`config.mk`:
```
export PLATFORM = sky130hd
export DESIGN_NAME = hex_display_pager
export DESIGN_NICKNAME = d
export VERILOG_FILES = /design/src/rtl/hex_display_pager_pkg.sv /design/src/rtl/tick_divider.sv /design/src/rtl/hex_display_pager.sv
export SDC_FILE = /design/constraint.sdc
export NUM_CORES = 1
export LEC_CHECK = 0
export BUFFER_PORTS_ARGS = -buffer_cell sky130_fd_sc_hd__buf_4
export CAP_MARGIN = 20
export CORE_UTILIZATION = 54
export CTS_CLUSTER_DIAMETER = 60
export DETAILED_ROUTE_END_ITERATION = 10
export GPL_ROUTABILITY_DRIVEN = 1
export GPL_TIMING_DRIVEN = 0
export PLACE_DENSITY = 0.83
export REMOVE_ABC_BUFFERS = 1
export SLEW_MARGIN = 20
export SYNTH_ARGS = -nofsm -noshare
export SYNTH_HDL_FRONTEND = slang
export SYNTH_SLANG_ARGS = --single-unit
```
`constraint.sdc`:
```
create_clock -name iCLK -period 5.39 [get_ports iCLK]
set_input_delay 1.3475 -clock iCLK [delete_from_list [all_inputs] [get_ports iCLK]]
set_output_delay 1.3475 -clock iCLK [all_outputs]
set_load 0.02 [all_outputs]
```
`src/rtl/hex_display_pager_pkg.sv`:
```
// Shared constants and glyph table for the paged
// seven-segment front panel.
package hex_display_pager_pkg;

  localparam logic [1:0] MODE_STATIC = 2'd0;
  localparam logic [1:0] MODE_AUTO   = 2'd1;
  localparam logic [1:0] MODE_STEP   = 2'd2;
  localparam logic [1:0] MODE_RSVD   = 2'd3;

  localparam logic [6:0] SEG_BLANK = 7'h7F;

  // Active-low, bit0=a .. bit6=g
  function automatic logic [6:0] hex_glyph(
    input logic [3:0] n
  );
    logic [6:0] g;
    case (n)
      4'h0: g = 7'h40;
      4'h1: g = 7'h79;
      4'h2: g = 7'h24;
      4'h3: g = 7'h30;
      4'h4: g = 7'h19;
      4'h5: g = 7'h12;
      4'h6: g = 7'h02;
      4'h7: g = 7'h78;
      4'h8: g = 7'h00;
      4'h9: g = 7'h10;
      4'hA: g = 7'h08;
      4'hB: g = 7'h03;
      4'hC: g = 7'h46;
      4'hD: g = 7'h21;
      4'hE: g = 7'h06;
      default: g = 7'h0E;
    endcase
    return g;
  endfunction

endpackage

```
`src/rtl/tick_divider.sv`:
```
// Modulo-TICKS counter with a one-cycle pulse on
// the terminal count and a synchronous clear.
module tick_divider #(
  parameter int TICKS = 4
) (
  input  logic iCLK,
  input  logic iRST,
  input  logic iCLR,
  output logic oTICK
);

  localparam int CW = (TICKS > 1) ? $clog2(TICKS) : 1;
  localparam logic [CW-1:0] LAST = CW'(TICKS - 1);

  logic [CW-1:0] r_cnt;

  assign oTICK = (r_cnt == LAST);

  always_ff @(posedge iCLK or posedge iRST) begin
    if (iRST) begin
      r_cnt <= '0;
    end else if (iCLR || oTICK) begin
      r_cnt <= '0;
    end else begin
      r_cnt <= r_cnt + 1'b1;
    end
  end

endmodule

```
`src/rtl/hex_display_pager.sv`:
```
// Multi-page hex front panel: page select, auto
// scroll, manual step, blink and zero blanking.
module hex_display_pager
  import hex_display_pager_pkg::*;
#(
  parameter int NUM_DIGITS  = 8,
  parameter int NUM_PAGES   = 4,
  parameter int PAGE_TICKS  = 50000000,
  parameter int BLINK_TICKS = 12500000
) (
  input  logic                            iCLK,
  input  logic                            iRST,
  input  logic [NUM_PAGES*NUM_DIGITS*4-1:0] iDATA,
  input  logic [1:0]                      iMODE,
  input  logic [3:0]                      iPAGE_SEL,
  input  logic                            iSTEP,
  input  logic                            iBLANK_LZ,
  input  logic [NUM_DIGITS-1:0]           iBLINK_MASK,
  output logic [NUM_DIGITS*7-1:0]         oSEG,
  output logic [3:0]                      oPAGE,
  output logic                            oWRAP
);

  localparam int DW = NUM_DIGITS * 4;
  localparam logic [3:0] LAST_PAGE = 4'(NUM_PAGES - 1);

  logic [1:0]              r_mode_q;
  logic                    r_step_q;
  logic [3:0]              r_page;
  logic                    r_wrap;
  logic                    r_phase;
  logic [NUM_DIGITS*7-1:0] r_seg;

  logic                    w_mode_chg;
  logic                    w_auto;
  logic                    w_manual;
  logic                    w_page_tick;
  logic                    w_blink_tick;
  logic                    w_adv;
  logic                    w_wrap_nxt;
  logic                    w_phase_nxt;
  logic [3:0]              w_page_inc;
  logic [3:0]              w_page_nxt;
  logic [DW-1:0]           w_word;
  logic [NUM_DIGITS-1:0]   w_lz;
  logic [NUM_DIGITS*7-1:0] w_seg_nxt;

  assign w_mode_chg = (iMODE != r_mode_q);
  assign w_auto     = (iMODE == MODE_AUTO);
  assign w_manual   = (iMODE == MODE_STEP);

  tick_divider #(.TICKS(PAGE_TICKS)) u_page_div (
    .iCLK  (iCLK),
    .iRST  (iRST),
    .iCLR  (!w_auto || w_mode_chg),
    .oTICK (w_page_tick)
  );

  tick_divider #(.TICKS(BLINK_TICKS)) u_blink_div (
    .iCLK  (iCLK),
    .iRST  (iRST),
    .iCLR  (1'b0),
    .oTICK (w_blink_tick)
  );

  // A mode switch swallows any same-cycle tick or step edge
  assign w_adv = !w_mode_chg &&
                 ((w_auto && w_page_tick) ||
                  (w_manual && iSTEP && !r_step_q));

  assign w_page_inc = (r_page >= LAST_PAGE) ?
                      4'd0 : r_page + 4'd1;

  always_comb begin
    w_page_nxt = r_page;
    w_wrap_nxt = 1'b0;
    if (!w_auto && !w_manual) begin
      w_page_nxt = (iPAGE_SEL > LAST_PAGE) ?
                   LAST_PAGE : iPAGE_SEL;
    end else if (w_adv) begin
      w_page_nxt = w_page_inc;
      w_wrap_nxt = (r_page >= LAST_PAGE);
    end
  end

  assign w_phase_nxt = r_phase ^ w_blink_tick;

  always_comb begin
    w_word = '0;
    for (int p = 0; p < NUM_PAGES; p++) begin
      if (w_page_nxt == 4'(p)) begin
        w_word = iDATA[p*DW +: DW];
      end
    end
  end

  always_comb begin
    logic seen;
    seen = 1'b0;
    w_lz = '0;
    for (int d = NUM_DIGITS - 1; d > 0; d--) begin
      if (w_word[d*4 +: 4] != 4'd0) seen = 1'b1;
      w_lz[d] = iBLANK_LZ && !seen;
    end
  end

  always_comb begin
    w_seg_nxt = '0;
    for (int d = 0; d < NUM_DIGITS; d++) begin
      w_seg_nxt[d*7 +: 7] =
        ((w_phase_nxt && iBLINK_MASK[d]) || w_lz[d]) ?
        SEG_BLANK : hex_glyph(w_word[d*4 +: 4]);
    end
  end

  always_ff @(posedge iCLK or posedge iRST) begin
    if (iRST) begin
      r_mode_q <= MODE_STATIC;
      r_step_q <= 1'b0;
      r_page   <= 4'd0;
      r_wrap   <= 1'b0;
      r_phase  <= 1'b0;
      r_seg    <= {NUM_DIGITS{SEG_BLANK}};
    end else begin
      r_mode_q <= iMODE;
      r_step_q <= iSTEP;
      r_page   <= w_page_nxt;
      r_wrap   <= w_wrap_nxt;
      r_phase  <= w_phase_nxt;
      r_seg    <= w_seg_nxt;
    end
  end

  assign oSEG  = r_seg;
  assign oPAGE = r_page;
  assign oWRAP = r_wrap;

endmodule

```
* After elaboration in Yosys (flattened, before gate mapping) *
Memories as Yosys holds them, arrays and structs flattened.
Cells that the tools add are included.

operators by class
  bitwise gates (word level) = 1
  order comparisons = 2
  eq/ne operators = 8
  multiplexer cells = 27
  reduce and logical (&&, ||, !) cells = 49
  add/subtract/negate cells = 3

operators by type and width
  operator                 number
  $mux W32                 4
  $mux W7                  8
  $reduce_bool A4 Y1       7
  $add A26 B1 Y26 const B  1
  $eq A26 B26 Y1 const B   1
  $mux W26                 1
  $add A24 B1 Y24 const B  1
  $eq A24 B24 Y1 const B   1
  $mux W24                 1
  $logic_and A1 B1 Y1      20
  $mux W4                  4
  $logic_not A1 Y1         11
  $logic_or A1 B1 Y1       10
  $mux W1                  9
  $eq A4 B2 Y1 const B     2
  $add A4 B1 Y4 const B    1
  $eq A4 B1 Y1 const B     1
  $ge A4 B2 Y1 const B     1
  $gt A4 B2 Y1 const B     1
  $logic_not A4 Y1         1
  $eq A2 B1 Y1 const B     1
  $eq A2 B2 Y1 const B     1
  $ne A2 B2 Y1             1
  $xor A1 B1 Y1            1

storage, ports and cells
  memories kept = 8
  output and inout port bits = 61
  bits in read-only memories = 896
  logic and storage cells = 106
  flip-flop bits (word level) = 115

memory list
  name             depth  width  read ports  clocked after Yosys merged registers in  write ports  line                         text
  (no name shown)  16     7      1           0                                        0            hex_display_pager_pkg.sv:17  case (n)
  (no name shown)  16     7      1           0                                        0            hex_display_pager_pkg.sv:17
  (no name shown)  16     7      1           0                                        0            hex_display_pager_pkg.sv:17
  (no name shown)  16     7      1           0                                        0            hex_display_pager_pkg.sv:17
  (no name shown)  16     7      1           0                                        0            hex_display_pager_pkg.sv:17
  (no name shown)  16     7      1           0                                        0            hex_display_pager_pkg.sv:17
  +2 memories      -      -      -           -                                        -            -

* Longest topological paths before layout *
Gate-level depths: netlist of run 1.

  word-level depth = 24
  gate-level depth with buffers = 24

* Modules after synthesis *
A second synthesis of run 1 with hierarchy kept.

unflattened totals
  cell total of the unflattened synthesis = 917
  area total of the unflattened synthesis = 8134.1 µm²

modules (own cells, without submodules)
  module                       sequential area each (µm²)  times used  area each (µm²)  cells an instance
  hex_display_pager            1696.6                      1           5484.0           642
  tick_divider at u_page_div   650.6                       1           1356.3           143
  tick_divider at u_blink_div  600.6                       1           1293.7           132

* Least setup slack after synthesis of run 1 *
Ideal clock, no wire load.

  path type = input -> register
  start = input iMODE[1]
  end = register r_seg[11], in the netlist oSEG[11]
  buffers on the path = 6
  slack = -110 ps
  arrival time = 5428 ps
  stages on the path = 21
  required time = 5318 ps
  cell sequence = xor2_1 or3b_4 or4_1 buf_2 a21boi_4 nor2_4 inv_4 buf_12 buf_12 buf_12 buf_6 mux2i_1 o22ai_1 inv_1 ha_1 nor4b_1 o32ai_1 nor4_4 nand4_2 buf_6 o21ai_1

between the ends
  word-level cells in the longest chain between the ends = 24

RTL lines
  what                              line                      text
  start, declared                   hex_display_pager.sv:14   input logic [1:0] iMODE,
  $eq A2 B2 Y1                      hex_display_pager.sv:50   assign w_manual = (iMODE == MODE_STEP);
  $logic_and A1 B1 Y1 (2 in a row)  hex_display_pager.sv:69   (w_manual && iSTEP && !r_step_q));
  $logic_or A1 B1 Y1                hex_display_pager.sv:68   ((w_auto && w_page_tick) ||
  $logic_and A1 B1 Y1               hex_display_pager.sv:67   assign w_adv = !w_mode_chg &&
  $mux W4                           hex_display_pager.sv:80   end else if (w_adv) begin
  $mux W4 *                         hex_display_pager.sv:77   if (!w_auto && !w_manual) begin
  $logic_not A4 Y1                  hex_display_pager.sv:91   if (w_page_nxt == 4'(p)) begin
  $mux W32 (3 in a row)             hex_display_pager.sv:91
  $mux W32 *                        hex_display_pager.sv:91
  $reduce_bool A4 Y1                hex_display_pager.sv:102  if (w_word[d*4 +: 4] != 4'd0) seen = 1'b1;
  $mux W1 (7 in a row)              hex_display_pager.sv:102
  $logic_not A1 Y1                  hex_display_pager.sv:103  w_lz[d] = iBLANK_LZ && !seen;
  $logic_and A1 B1 Y1               hex_display_pager.sv:103
  $logic_or A1 B1 Y1                hex_display_pager.sv:111  ((w_phase_nxt && iBLINK_MASK[d]) || w_lz[d]) ?
  $mux W7 *                         hex_display_pager.sv:111
  net w_seg_nxt[11]                 hex_display_pager.sv:46   logic [NUM_DIGITS*7-1:0] w_seg_nxt;
  end signal, assigned              hex_display_pager.sv:123  r_seg <= {NUM_DIGITS{SEG_BLANK}};
  end signal, assigned              hex_display_pager.sv:130  r_seg <= w_seg_nxt;
  end, declared                     hex_display_pager.sv:32   logic [NUM_DIGITS*7-1:0] r_seg;

The timed path passes the listed nets; every way through them passes the cells marked *.

* Worst setup path after layout of run 1 *
  start = input iMODE[1]
  end = register r_seg[37], in the netlist oSEG[37]

between the ends
  word-level cells in the longest chain between the ends = 20

RTL lines
  what                              line                      text
  $eq A2 B2 Y1                      hex_display_pager.sv:50
  $logic_and A1 B1 Y1 (2 in a row)  hex_display_pager.sv:69
  $logic_or A1 B1 Y1                hex_display_pager.sv:68
  $logic_and A1 B1 Y1               hex_display_pager.sv:67
  $mux W4                           hex_display_pager.sv:80
  $mux W4 *                         hex_display_pager.sv:77
  net w_page_nxt[1]                 hex_display_pager.sv:43   logic [3:0] w_page_nxt;
  $logic_not A4 Y1                  hex_display_pager.sv:91
  $mux W32 (3 in a row)             hex_display_pager.sv:91
  $mux W32 *                        hex_display_pager.sv:91
  $reduce_bool A4 Y1                hex_display_pager.sv:102
  $mux W1 (3 in a row)              hex_display_pager.sv:102
  $logic_not A1 Y1                  hex_display_pager.sv:103
  $logic_and A1 B1 Y1               hex_display_pager.sv:103
  $logic_or A1 B1 Y1                hex_display_pager.sv:111
  $mux W7 *                         hex_display_pager.sv:111
  net w_seg_nxt[37]                 hex_display_pager.sv:46

Marked as above.

==> reports/results.tsv, run 1 <==
metric	value	unit
multi-input logic area	4630	um^2
sequential cell area	2950	um^2
skew final	0.00962	ns
Max Clock Freq	192	MHz
Vias/cell	5.95	
worst supply voltage drop on vdd	0.264	mV
ant diodes	0	
synth unique cells	80	
Tcrit/Tclk final	0.967	
EDFF count, synth	0	
final setup fails	0	
Critical Path AT	5.53	ns
Synth Cell Area	7820	um^2
initial DRC count	424	
H-tree lvl count	4	
Chip Height	122	um
post-DR wirelength/cell	18.1	um
Hold Violations, Final	0	
most frequent CP cell	buf_4	
Non-Filler Instances	1200	
Syn Area/Cell	9.77	um^2
RSZ-0062 raised after global routing	false	
nets@finish	1200	
Max-Cap Viols	0	
status	completed	
asr flop ratio synth	1.00	
Max stage delay on crit path	0.64	ns
placed cell area	9390	um^2
HPWL after DPL	14900	um
Post-Layout Inst Area	10200	um^2
clk_lat worst skew	0.43	ns
Overflow after GRT	0	
Crit. End Element	register	
Hold-fix buffers, CTS	0	
Num Clock Sinks	115	
PD cells	360	nW/um^2
Critical Path Source Type	primary input	
Slowest cell on crit path	or4_4	
die area	15000	um^2
fillers	1019	
Hold Slack	0.485	ns
Slew Limit Headroom	0.306	
crit-path cells	buf_4, xor2_1, or3b_4, or4_4, a31oi_4, nand2b_2, inv_2, mux2i_1, nand2_1, ha_1, nor4b_2, o32ai_2, nor4_4, buf_4, buf_4, a21oi_2, o311ai_1	
initial antenna violation count	0	
Worst-Margin Slew	1.04	ns
Post-Place Cells	1155	
GRT Total Usage	0.301	
Layout area overhead	30.3	%
Ports	207	
Synth Register Bits	115	
CTS tree	done	
crit path max fanout	9	
area leader, netlist	dfrtp_1	
Ys Warns	0	
Synth Instances	801	
Critical Setup Path Class	in -> reg	
CTS clk-pin slew, worst paths	0.06	ns
share of cells above drive strength 1	0.353	
core area	14000	um^2
CTS Buffer Depth	2	
row count	43	
Root Driver	clkbuf_16	
first-pass GRT wire length	34200	um
CTS buffer count	17	
largest net degree at the start of global routing	66	
Pre-antenna DRT Iters	5	
CP required	5.71	ns
max-slew violations	0	
sequential share of the synthesized area	0.377	
worst min path class	reg -> reg	
fin util	0.729	
drt total wl	21700	um
post-synth top area share	0.189	
DR vias	7135	
Leak	4.78	nW
largest cells by area after synthesis	dfrtp_1 19%, dfstp_2 19%, mux2i_1 9.3%, ha_1 7.5%, nand2_1 3.7%	
final setup TNS	0	ns
Initial Util	0.559	
Synth Flop Type	dfrtp_1	
number of global-route vias before repair	6880	
number of port buffers	206	
Antenna Violating Nets Remaining	0	
GP Congestion	0.958	
Period minus WS final	5.21	ns
Die Wd	122	um
post-route DRC violation count	0	
flip-flops by register name, summed over array words and instances, names as in the netlist:
name / flops
u_page_div.r_cnt: 26
r_phase: 1
r_mode_q: 2
r_step_q: 1
oSEG: 56
oWRAP: 1
u_blink_div.r_cnt: 24
oPAGE: 4
repair_timing:
item                                    in CTS  in global routing
resized for setup                           13                  4
gates cloned                                 3                  0
buffers inserted                             6                  4
pin swaps                                    3                  2
endpoints found under the setup margin      56                 41
final timing paths:
path	from	depth (start not counted)	endpoint	slack, ns
hold / removal	u_page_div.r_cnt[0]$_DFF_PP0_	1	u_page_div.r_cnt[0]$_DFF_PP0_	0.49
setup / recovery	iMODE[1]	17	oSEG[37]$_DFF_PP1_	0.18
max in group asynchronous	iRST	3	oSEG[8]$_DFF_PP1_	3.69
min in group asynchronous	iRST	2	oWRAP$_DFF_PP0_	1.01
hold reg to reg	u_page_div.r_cnt[0]$_DFF_PP0_	1	u_page_div.r_cnt[0]$_DFF_PP0_	0.49
setup reg to reg	u_page_div.r_cnt[8]$_DFF_PP0_	16	oSEG[37]$_DFF_PP1_	0.81
where the power goes:
part | switching (mW) | internal [mW] | total [mW] | leakage, nW
clock | 0.423 | 0.729 | 1.15 | 0.288
sequential | 0.0444 | 1.10 | 1.15 | 1.38
combinational | 0.796 | 0.576 | 1.37 | 3.11
Yosys cell counts (8+ instances only):
| cell type | n |
|---|---|
| nand2_1 | 77 |
| mux2i_1 | 73 |
| nor2_1 | 71 |
| dfrtp_1 | 59 |
| dfstp_2 | 56 |
| nand3_1 | 49 |
| ha_1 | 47 |
| xor2_1 | 27 |
| inv_1 | 25 |
| o21ai_0 | 20 |
| xnor2_1 | 20 |
| o22a_1 | 16 |
| o22ai_1 | 16 |
| nor3_1 | 14 |
| o211ai_1 | 14 |
| o221ai_1 | 14 |
| a21oi_1 | 13 |
| and3_1 | 13 |
| buf_2 | 12 |
| nand4_1 | 10 |
| clkbuf_1 | 8 |
| mux2_2 | 8 |
per-layer routing:
layer | share of wire | track usage
met1 | 0.38 | 0.345
met2 | 0.51 | 0.522
met3 | 0.072 | 0.0771
met4 | 0.035 | 0.141
met5 | 0 | 0
critical path: cells and delay by family:
family | cells | cell delay, ns
and+or+nand+nor | 6 | 1.71
AOI/OAI and AO/OA | 4 | 0.99
buffers and inverters | 4 | 0.72
adders and majority gates | 1 | 0.33
muxes | 1 | 0.24
xor gates and xnor gates | 1 | 0.17
area by class of cell:
class | instances | share of cell area
inverters | 28 | 0.0124
flip-flops and latches | 115 | 0.289
clock inverters | 15 | 0.0179
well taps | 180 | 0.0221
repair buffers | 217 | 0.162
repair inverters | 1 | 0.000859
clock buffers | 17 | 0.0417
multi-input cells | 627 | 0.454
per-stage QoR:
stage | setup slack, ns | total power, mW
2_1_floorplan | -0.333 | 2.00
3_3_place_gp | -1.37 | 2.47
3_5_place_dp | -1.45 | 2.49
4_1_cts | 0.0156 | 3.67
5_1_grt | 0.0204 | 3.84
6_report | 0.178 | 3.67
cells by family after synthesis:
logic type,after synthesis,synth area share
AO/OA/AOI/OAI,159,0.159
XOR/XNOR,47,0.0526
adder cells (fa/ha/maj),47,0.0752
buffers and inverters,61,0.0449
flip-flops,115,0.377
multiplexers,82,0.106
AND/OR/NAND/NOR,290,0.185
cell usage in the layout (no fill, tap or decap), types with 7 or more instances in the layout:
cell type,count
xor2_1,26
mux2i_1,73
nand2_1,77
xnor2_1,20
and3_1,13
nand3_1,49
nor2_1,70
mux2_2,8
o211ai_1,14
ha_1,47
o221ai_1,14
o22ai_1,15
a21oi_1,13
nand4_1,10
clkbuf_16,17
dfrtp_1,59
inv_1,24
dfstp_2,56
a211oi_1,7
nor3_1,14
buf_4,216
o22a_1,16
o21ai_0,20
Power figures use the tool's default switching activity.
==> inputs of run 2 (changes only) <==
Settings changed: CORE_ASPECT_RATIO set to 1.5, CORE_UTILIZATION 54 to 49, PLACE_DENSITY 0.83 to 0.79.
Clock period 5.39 ns to 4.7 ns, I/O delays scaled along.
==> run 2 against run 1 <==
Compared with the run above: cell area is 2.8% higher; largest power group unchanged; clock power is 7% higher; routed wire length is 3.5% higher; sequential cell count stayed put; global-route usage is 3.4 points lower; worst setup slack worse by 0.046 ns; sequential share of layout area is 0.78 points lower; final cell count is 3.3% higher; combinational power is 20% higher; core utilization is 5.8 points lower; via count is 0.25% higher; critical path depth is 1 lower.
==> reports/results.tsv, run 2 (synthesis results as in run 1) <==
metric	value	unit
clk_lat worst skew	0.43	ns
status	completed	
Critical Path AT	4.90	ns
Crit. End Element	register	
Leak	4.88	nW
commonest non-fill, non-tap cell in the layout	buf_4	
GP Congestion	0.909	
crit path max fanout	17	
core area	15600	um^2
cell family with the largest share of critical-path delay	simple AND/OR/NAND/NOR gates	
DR vias	7153	
Initial Util	0.501	
worst supply voltage drop on vdd	0.284	mV
final worst slack	0.132	ns
Tcrit/Tclk final	0.972	
number of global-route vias before repair	7015	
largest net degree at the start of global routing	69	
Overflow after GRT	0	
Critical Path Source Type	primary input	
Max Clock Freq	219	MHz
initial DRC count	513	
Hold Violations, Final	0	
Slew Limit Headroom	0.297	
max-slew violations	0	
Num Clock Sinks	115	
H-tree lvl count	4	
crit-path cells	buf_4, xor2_1, or3b_4, or4_4, a21boi_4, nor2_4, buf_12, inv_16, mux2_2, o211ai_1, buf_4, ha_1, nand2_1, nor3_4, nand4_4, o211ai_1	
Place WS	-1.99	ns
Critical Setup Path Class	in -> reg	
worst path bufs/invs	4	
Pre-antenna DRT Iters	5	
Layout area overhead	33.9	%
Max-Cap Viols	0	
row count	56	
Root Driver	clkbuf_16	
worst min path class	reg -> reg	
CTS Buffer Depth	2	
Hold-fix buffers, CTS	0	
Ports	207	
HPWL after DPL	15200	um
max reg flops	56	
post-route DRC violation count	0	
number of port buffers	206	
fin util	0.671	
die area	16500	um^2
GRT Total Usage	0.267	
placed cell area	9420	um^2
final setup TNS	0	ns
Max stage delay on crit path	0.52	ns
CTS clk-pin slew, worst paths	0.05	ns
Period minus WS final	4.57	ns
post-DR wirelength/cell	18.1	um
Post-Layout Inst Area	10500	um^2
initial antenna violation count	0	
ant diodes	0	
nets@finish	1216	
share of cells above drive strength 1	0.375	
Post-Place Cells	1178	
Slowest cell on crit path	or4_4	
final setup fails	0	
drt total wl	22500	um
Chip Height	157	um
CTS buffer count	17	
Worst-Margin Slew	1.05	ns
Die Wd	105	um
Antenna Violating Nets Remaining	0	
Non-Filler Instances	1239	
Vias/cell	5.77	
skew final	0.0163	ns
CP required	5.03	ns
first-pass GRT wire length	34200	um
PD cells	401	nW/um^2
most frequent cells in the layout	227 x buf_4, 76 x nand2_1, 72 x mux2i_1	
CTS tree	done	
-- run 2: cell count changes in the layout (fill, tap and decap cells not counted), sizes merged --
cell,previous run,this run
nand4,11,12
buf,217,231
clkinv,6,4
inv,32,35
clkbuf,17,20
bufinv,3,0
-- run 2: cell type report --
type / count / area (um^2)
repair inverters: 2 / 20.0
inverters: 28 / 129
clock buffers: 20 / 479
repair buffers: 231 / 1770
multi-input cells: 628 / 4780
well taps: 203 / 254
fillers: 1213 / 5150
clock inverters: 12 / 92.6
flip-flops and latches: 115 / 2950
-- run 2: stage by stage --
stage                     hold slack, ns  power (mW)
after floorplan                    0.446        2.30
after global placement             0.464        2.84
after detailed placement           0.469        2.86
after CTS                          0.478        4.15
after global routing               0.502        4.40
final                              0.481        4.21
-- run 2: final timing paths --
check | from | to | slack (ns) | depth (start not counted)
max in group asynchronous | iRST | oSEG[55]$_DFF_PP1_ | 3.21 | 3
min in group asynchronous | iRST | u_page_div.r_cnt[1]$_DFF_PP0_ | 0.80 | 2
hold reg to reg | u_blink_div.r_cnt[4]$_DFF_PP0_ | u_blink_div.r_cnt[4]$_DFF_PP0_ | 0.48 | 1
setup / recovery | iMODE[1] | oSEG[7]$_DFF_PP1_ | 0.13 | 16
hold / removal | u_blink_div.r_cnt[4]$_DFF_PP0_ | u_blink_div.r_cnt[4]$_DFF_PP0_ | 0.48 | 1
setup reg to reg | u_page_div.r_cnt[8]$_DFF_PP0_ | oSEG[7]$_DFF_PP1_ | 0.36 | 15
-- run 2: metal layers --
layer	up-vias	part of all wire	track usage
met5	-	0	0
met4	0	0.038	0.135
met3	59	0.058	0.0546
met2	257	0.54	0.494
met1	3465	0.37	0.286
li1	3372	-	-
-- run 2: repair_timing --
action	CTS	global route
gates resized for setup	28	16
setup buffers	18	6
endpoints found under the setup margin	56	45
endpoints found under the hold margin	0	0
cloned	3	2
pin swaps	8	4
-- run 2: where the power goes --
group          leakage (nW)  internal, mW  total (mW)  switching (mW)
registers              1.38          1.27        1.32          0.0599
logic                  3.22         0.702        1.65           0.950
clock network         0.275         0.742        1.23           0.488
total                  4.88          2.71        4.21            1.50
